File: src/rtl/tcp_msg_poll_sched.sv
// tcp_msg_poll_sched: round-robin per-flow scheduler that notifies once enough bytes are buffered
module tcp_msg_poll_sched #(
    parameter int FLOWID_W  = 3,
    parameter int REQ_PTR_W = 16,
    parameter int XY_WIDTH  = 8,
    parameter int FBITS_W   = 4
) (
    input  logic                 clk,
    input  logic                 rst_n,
    input  logic                 req_wr_val,
    input  logic [FLOWID_W-1:0]  req_wr_flowid,
    input  logic [REQ_PTR_W-1:0] req_wr_len,
    input  logic [XY_WIDTH-1:0]  req_wr_dst_x,
    input  logic [XY_WIDTH-1:0]  req_wr_dst_y,
    input  logic [FBITS_W-1:0]   req_wr_dst_fbits,
    output logic                 req_wr_rdy,
    output logic                 ptr_rd_req_val,
    output logic [FLOWID_W-1:0]  ptr_rd_req_flowid,
    input  logic                 ptr_rd_req_rdy,
    input  logic                 ptr_rd_resp_val,
    input  logic [REQ_PTR_W:0]   ptr_rd_resp_head,
    input  logic [REQ_PTR_W:0]   ptr_rd_resp_tail,
    output logic                 ptr_rd_resp_rdy,
    output logic                 notif_val,
    output logic [FLOWID_W-1:0]  notif_flowid,
    output logic [REQ_PTR_W:0]   notif_addr,
    output logic [REQ_PTR_W-1:0] notif_len,
    output logic [XY_WIDTH-1:0]  notif_dst_x,
    output logic [XY_WIDTH-1:0]  notif_dst_y,
    output logic [FBITS_W-1:0]   notif_dst_fbits,
    input  logic                 notif_rdy
);
    localparam int NUM_FLOWS = 2**FLOWID_W;

    typedef struct packed {
        logic [REQ_PTR_W-1:0] len;
        logic [XY_WIDTH-1:0]  dst_x;
        logic [XY_WIDTH-1:0]  dst_y;
        logic [FBITS_W-1:0]   dst_fbits;
    } req_t;

    typedef enum logic [1:0] {SCAN, PTR_REQ, PTR_RESP, NOTIF} state_t;

    state_t               state, state_nx;
    req_t                 mem [NUM_FLOWS];
    req_t                 wr_ent, cur_ent;
    logic [NUM_FLOWS-1:0] pending, pend_nx;
    logic [FLOWID_W-1:0]  rr_ptr, rr_nx, cur_flow, sel;
    logic [REQ_PTR_W:0]   cur_head, avail;
    logic                 found, dirty, ok, wr_sel;

    assign wr_ent = {req_wr_len, req_wr_dst_x, req_wr_dst_y, req_wr_dst_fbits};
    assign avail  = ptr_rd_resp_tail - ptr_rd_resp_head;
    assign ok     = avail >= {1'b0, cur_ent.len};
    assign wr_sel = req_wr_val && req_wr_flowid == sel;

    assign req_wr_rdy        = rst_n;
    assign ptr_rd_req_val    = state == PTR_REQ;
    assign ptr_rd_req_flowid = cur_flow;
    assign ptr_rd_resp_rdy   = state == PTR_RESP;
    assign notif_val         = state == NOTIF;
    assign notif_flowid      = cur_flow;
    assign notif_addr        = cur_head;
    assign notif_len         = cur_ent.len;
    assign notif_dst_x       = cur_ent.dst_x;
    assign notif_dst_y       = cur_ent.dst_y;
    assign notif_dst_fbits   = cur_ent.dst_fbits;

    // request storage, written on every beat regardless of state
    always_ff @(posedge clk) begin
        if (req_wr_val) mem[req_wr_flowid] <= wr_ent;
    end

    // first pending flow at or after rr_ptr; descending loop lets the nearest index win
    always_comb begin
        sel   = rr_ptr;
        found = 1'b0;
        for (int i = NUM_FLOWS - 1; i >= 0; i--) begin
            if (pending[rr_ptr + FLOWID_W'(i)]) begin
                sel   = rr_ptr + FLOWID_W'(i);
                found = 1'b1;
            end
        end
    end

    // next state, rotation pointer and pending set; a same-cycle write always re-pends its flow
    always_comb begin
        state_nx = state;
        rr_nx    = rr_ptr;
        pend_nx  = pending;
        case (state)
            SCAN:     if (found) state_nx = PTR_REQ;
            PTR_REQ:  if (ptr_rd_req_rdy) state_nx = PTR_RESP;
            PTR_RESP: if (ptr_rd_resp_val) begin
                state_nx = ok ? NOTIF : SCAN;
                rr_nx    = ok ? rr_ptr : cur_flow + 1'b1;
            end
            NOTIF:    if (notif_rdy) begin
                state_nx = SCAN;
                rr_nx    = cur_flow + 1'b1;
                if (!dirty) pend_nx[cur_flow] = 1'b0;
            end
        endcase
        if (req_wr_val) pend_nx[req_wr_flowid] = 1'b1;
    end

    // state registers and the latched copy of the flow under evaluation
    always_ff @(posedge clk) begin
        if (!rst_n) begin
            state    <= SCAN;
            pending  <= '0;
            rr_ptr   <= '0;
            dirty    <= 1'b0;
            cur_flow <= '0;
            cur_ent  <= '0;
            cur_head <= '0;
        end else begin
            state   <= state_nx;
            pending <= pend_nx;
            rr_ptr  <= rr_nx;
            if (state == SCAN && found) begin
                cur_flow <= sel;
                cur_ent  <= wr_sel ? wr_ent : mem[sel];
                dirty    <= 1'b0;
            end else if (state != SCAN && req_wr_val && req_wr_flowid == cur_flow) begin
                dirty <= 1'b1;
            end
            if (state == PTR_RESP && ptr_rd_resp_val && ok) cur_head <= ptr_rd_resp_head;
        end
    end
endmodule

File: config.mk
export PLATFORM = sky130hd
export DESIGN_NAME = tcp_msg_poll_sched
export DESIGN_NICKNAME = d
export VERILOG_FILES = /design/src/rtl/tcp_msg_poll_sched.sv
export SDC_FILE = /design/constraint.sdc
export NUM_CORES = 1
export LEC_CHECK = 0
export ABC_AREA = 1
export CORE_UTILIZATION = 55
export CTS_BUF_LIST = sky130_fd_sc_hd__clkbuf_4 sky130_fd_sc_hd__clkbuf_8
export CTS_CLUSTER_DIAMETER = 80
export DETAILED_ROUTE_END_ITERATION = 6
export PLACE_DENSITY_LB_ADDON = 0.15
export SYNTH_ARGS = -nofsm -noshare
export SYNTH_HDL_FRONTEND = slang
export SYNTH_SLANG_ARGS = --single-unit
File: constraint.sdc
create_clock -name clk -period 7.9 [get_ports clk]
set_input_delay 1.58 -clock clk [delete_from_list [all_inputs] [get_ports clk]]
set_output_delay 1.58 -clock clk [all_outputs]
set_load 0.03 [all_outputs]
==> impl_results.md <==
* CTS tree: built
* Htree depth at 2
* Post-CTS Hold Fix Bufs at 0
* Hold depth at 2
* CTS Buffer Depth at 3
* CP endpoint kind: flip-flop
* Initial Util at 0.559
* Clk_skew at 0.0179 ns
* Clock-pin slew on the worst setup and hold paths at around 0.070 ns
* Startpoint Class: input pin
* Port bufs at roughly 140
* Post-Syn Area at between 0.015 and 0.02 mm²
* Min-delay src: notif_dst_y[4]$_SDFFE_PN0P_
* Register bit total from synthesis at ~360
* RSZ-0062 raised after global routing: no
* Max-cap viol count at 0
* Synth Warn # at 0
* Crit-path slowest cell: clkinv_1
* Die Height at between 150 and 200 µm
* Status: complete, no violations
* Die ar. at roughly 0.032 mm²
* CTS sink count at around 360
* Multi-input gate area at between 0.006 and 0.007 mm²
* Worst hold margin at 0.451 ns
* Worst hold path class: reg2reg
* DRT Pass-1 Iters at 5
* Final Slew Violations at 0
* Crit Path Class: in2reg
* Setup violations, final at 0
* Core ar. at about 0.03 mm²
* Distinct cells, synth at 40
* # rows at between 60 and 70
* Routed Antenna Nets at 0
* Largest net degree at the start of global routing at 78
* Post-CTS Resized at 0
* Register area share after synthesis at 0.588
* DP HPWL at about 26000 µm
* Post-route minimum period at roughly 5.8 ns
* DRC at 0
* Vias in the first global route at between 10000 and 15000
* Die Width at ~180 µm
* Peak Freq at approximately 0.17 GHz
* CTS root buf: clkbuf_8
* Total CTS buffers at 55
* GRT Residual Overflow at 0
* Layout net count at between 2000 and 2500
* Setup_tns at 0 ns
* Worst R2R Path Depth at 24
* FF-to-FF End: notif_dst_fbits[1]$_SDFFE_PN0P_
* Post-synthesis net count at ~2000
* Most frequent CP cell: nand2_1
* Initial DRC Count at 1070
* Slew @ Worst Pin at roughly 1.1 ns
* WL final at 44700 µm
* Layout cell share with drive strength beyond 1 at 0.0756
* Mapped Cells at ~1900
* Worst-skew pair later-pin latency at 0.60 ns
* Filler cells at roughly 2500
* Drt via density at 5.47
* IO Count at 142
* Routability cong. at 0.913
* Worst Hold Path EP: notif_dst_y[4]$_SDFFE_PN0P_
* Part of the cycle the worst path needs at 0.740
* DR vias at ~14000
* Reg area at ~0.01 mm²
* Synth Area per Inst at about 8.9 µm²
* Crit Path Max Fanout at 20
* Hold Vio Cnt, Final at 0
* Critical Path AT at 6.30 ns
* P&R area growth vs syn at 15.9%
* Routed wire length per instance at roughly 18 µm
* CP Data Required Time at between 8 and 9 ns
* GRT Total Usage at 0.284
* Setup repair bufs after CTS at 0
* Initial antenna violation count at 2
* RR Startpoint: rr_ptr[0]$_SDFFE_PN0P_
* R2R setup slack at about 2.8 ns
* Max incr delay on CP at a little over 0.5 ns
* Worst path bufs/invs at 5
* CP top delay family: compound AO/OA/AOI/OAI gates
* First-pass GRT wire length at 68400 µm
* Slew HR at 0.250
-- area by class of cell --
class                   instances  share of cell area
flip-flops and latches        358               0.507
clock buffers                  88              0.0520
diodes                          1            0.000126
multi-input cells            1362               0.313
inverters                     109              0.0208
well taps                     396              0.0250
repair buffers                160              0.0784
clock inverters                12             0.00335
-- synth_stat cells --
master,instances,area [µm²]
a211oi_1,1,7.51
a21oi_1,59,295
a21oi_2,1,8.76
a22o_1,1,8.76
a31oi_1,1,6.26
buf_1,4,15.0
buf_2,43,215
buf_4,14,105
buf_6,4,45.0
clkbuf_1,34,128
clkinv_1,2,7.51
dfxtp_1,70,1400
edfxtp_1,288,8650
fa_1,1,20.0
ha_1,35,438
inv_1,98,368
inv_2,8,30.0
inv_4,1,6.26
nand2_1,891,3340
nand2_2,11,68.8
nand2_4,1,11.3
nand3_1,215,1080
nand3_2,5,50.1
nand4_1,7,43.8
nor2_1,45,169
nor2_2,2,12.5
nor2_4,2,22.5
nor2_8,1,20.0
nor3_1,4,20.0
nor4_1,1,6.26
o2111ai_1,1,8.76
o21ai_0,36,180
o21ai_1,9,45.0
o21bai_1,3,22.5
o22ai_1,3,18.8
o31ai_1,2,15.0
or2_2,1,6.26
or3_1,1,6.26
xnor2_1,10,87.6
xor2_1,12,105
-- layer usage --
metal	up-vias	routed length, µm	GRT usage
li1	6577	-	-
met5	-	13	0
met2	504	21600	0.471
met4	2	1890	0.143
met1	6380	18100	0.363
met3	128	3150	0.0437
-- sequential cells by signal (all words and copies together), names as in the netlist --
| name | flops |
|---|---|
| notif_addr | 17 |
| notif_flowid | 3 |
| rr_ptr | 3 |
| mem | 288 |
| pending | 8 |
| dirty | 1 |
| notif_dst_fbits | 4 |
| notif_dst_x | 8 |
| notif_dst_y | 8 |
| notif_len | 16 |
| state | 2 |
-- worst max-delay path by stage --
stage,startpoint,to,slack [ns],cells after the start
after floorplan,ptr_rd_resp_tail[0],notif_addr[10]$_SDFFE_PN0P_,2.71,26
after global placement,ptr_rd_resp_tail[0],state[1]$_SDFFE_PN0P_,1.73,26
final,ptr_rd_resp_head[2],state[1]$_SDFFE_PN0P_,2.05,30
after detailed placement,ptr_rd_resp_tail[0],state[1]$_SDFFE_PN0P_,1.57,26
after CTS,ptr_rd_resp_head[2],state[1]$_SDFFE_PN0P_,2.16,30
after global routing,ptr_rd_resp_head[5],state[1]$_SDFFE_PN0P_,1.66,26
-- through the flow --
step,std cells,util,setup WS [ns],instance area (µm²)
floorplan,1928,-,2.71,17100
global placement,2385,0.612,1.73,18700
detailed placement,2385,0.612,1.57,18700
CTS,2485,0.648,2.16,19800
global route,2485,0.648,1.66,19800
finish,2486,0.648,2.05,19800
-- cell families after synthesis --
logic type,share of synthesized area
compound gates,0.0361
xor+xnor,0.0113
fa+ha+maj,0.0268
buf+inv,0.0538
flops,0.588
simple gates,0.284
-- tightest hold or removal path, delay by kind of cell, from the launching register on --
family | cells | cell delay, ns
flops | 1 | 0.30
simple gates | 2 | 0.11
-- placed cells by master, fill, tap and decap left out, drive strengths merged --
cell type	synthesis	final
nand2	903	903
edfxtp	288	288
nand3	220	220
clkdlybuf4s50	0	141
inv	107	108
clkbuf	34	88
dfxtp	70	70
a21oi	60	60
nor2	50	50
o21ai	45	45
ha	35	35
buf	65	19
clkinv	2	13
xor2	12	12
xnor2	10	10
nand4	7	7
nor3	4	4
o21bai	3	3
o22ai	3	3
o31ai	2	2
diode	0	1
o2111ai	1	1
a31oi	1	1
or3	1	1
or2	1	1
a22o	1	1
a211oi	1	1
nor4	1	1
fa	1	1
Power is left out: the tool's default activity adds up to more than one toggle a clock period on the data nets, which glitch-free logic cannot reach.
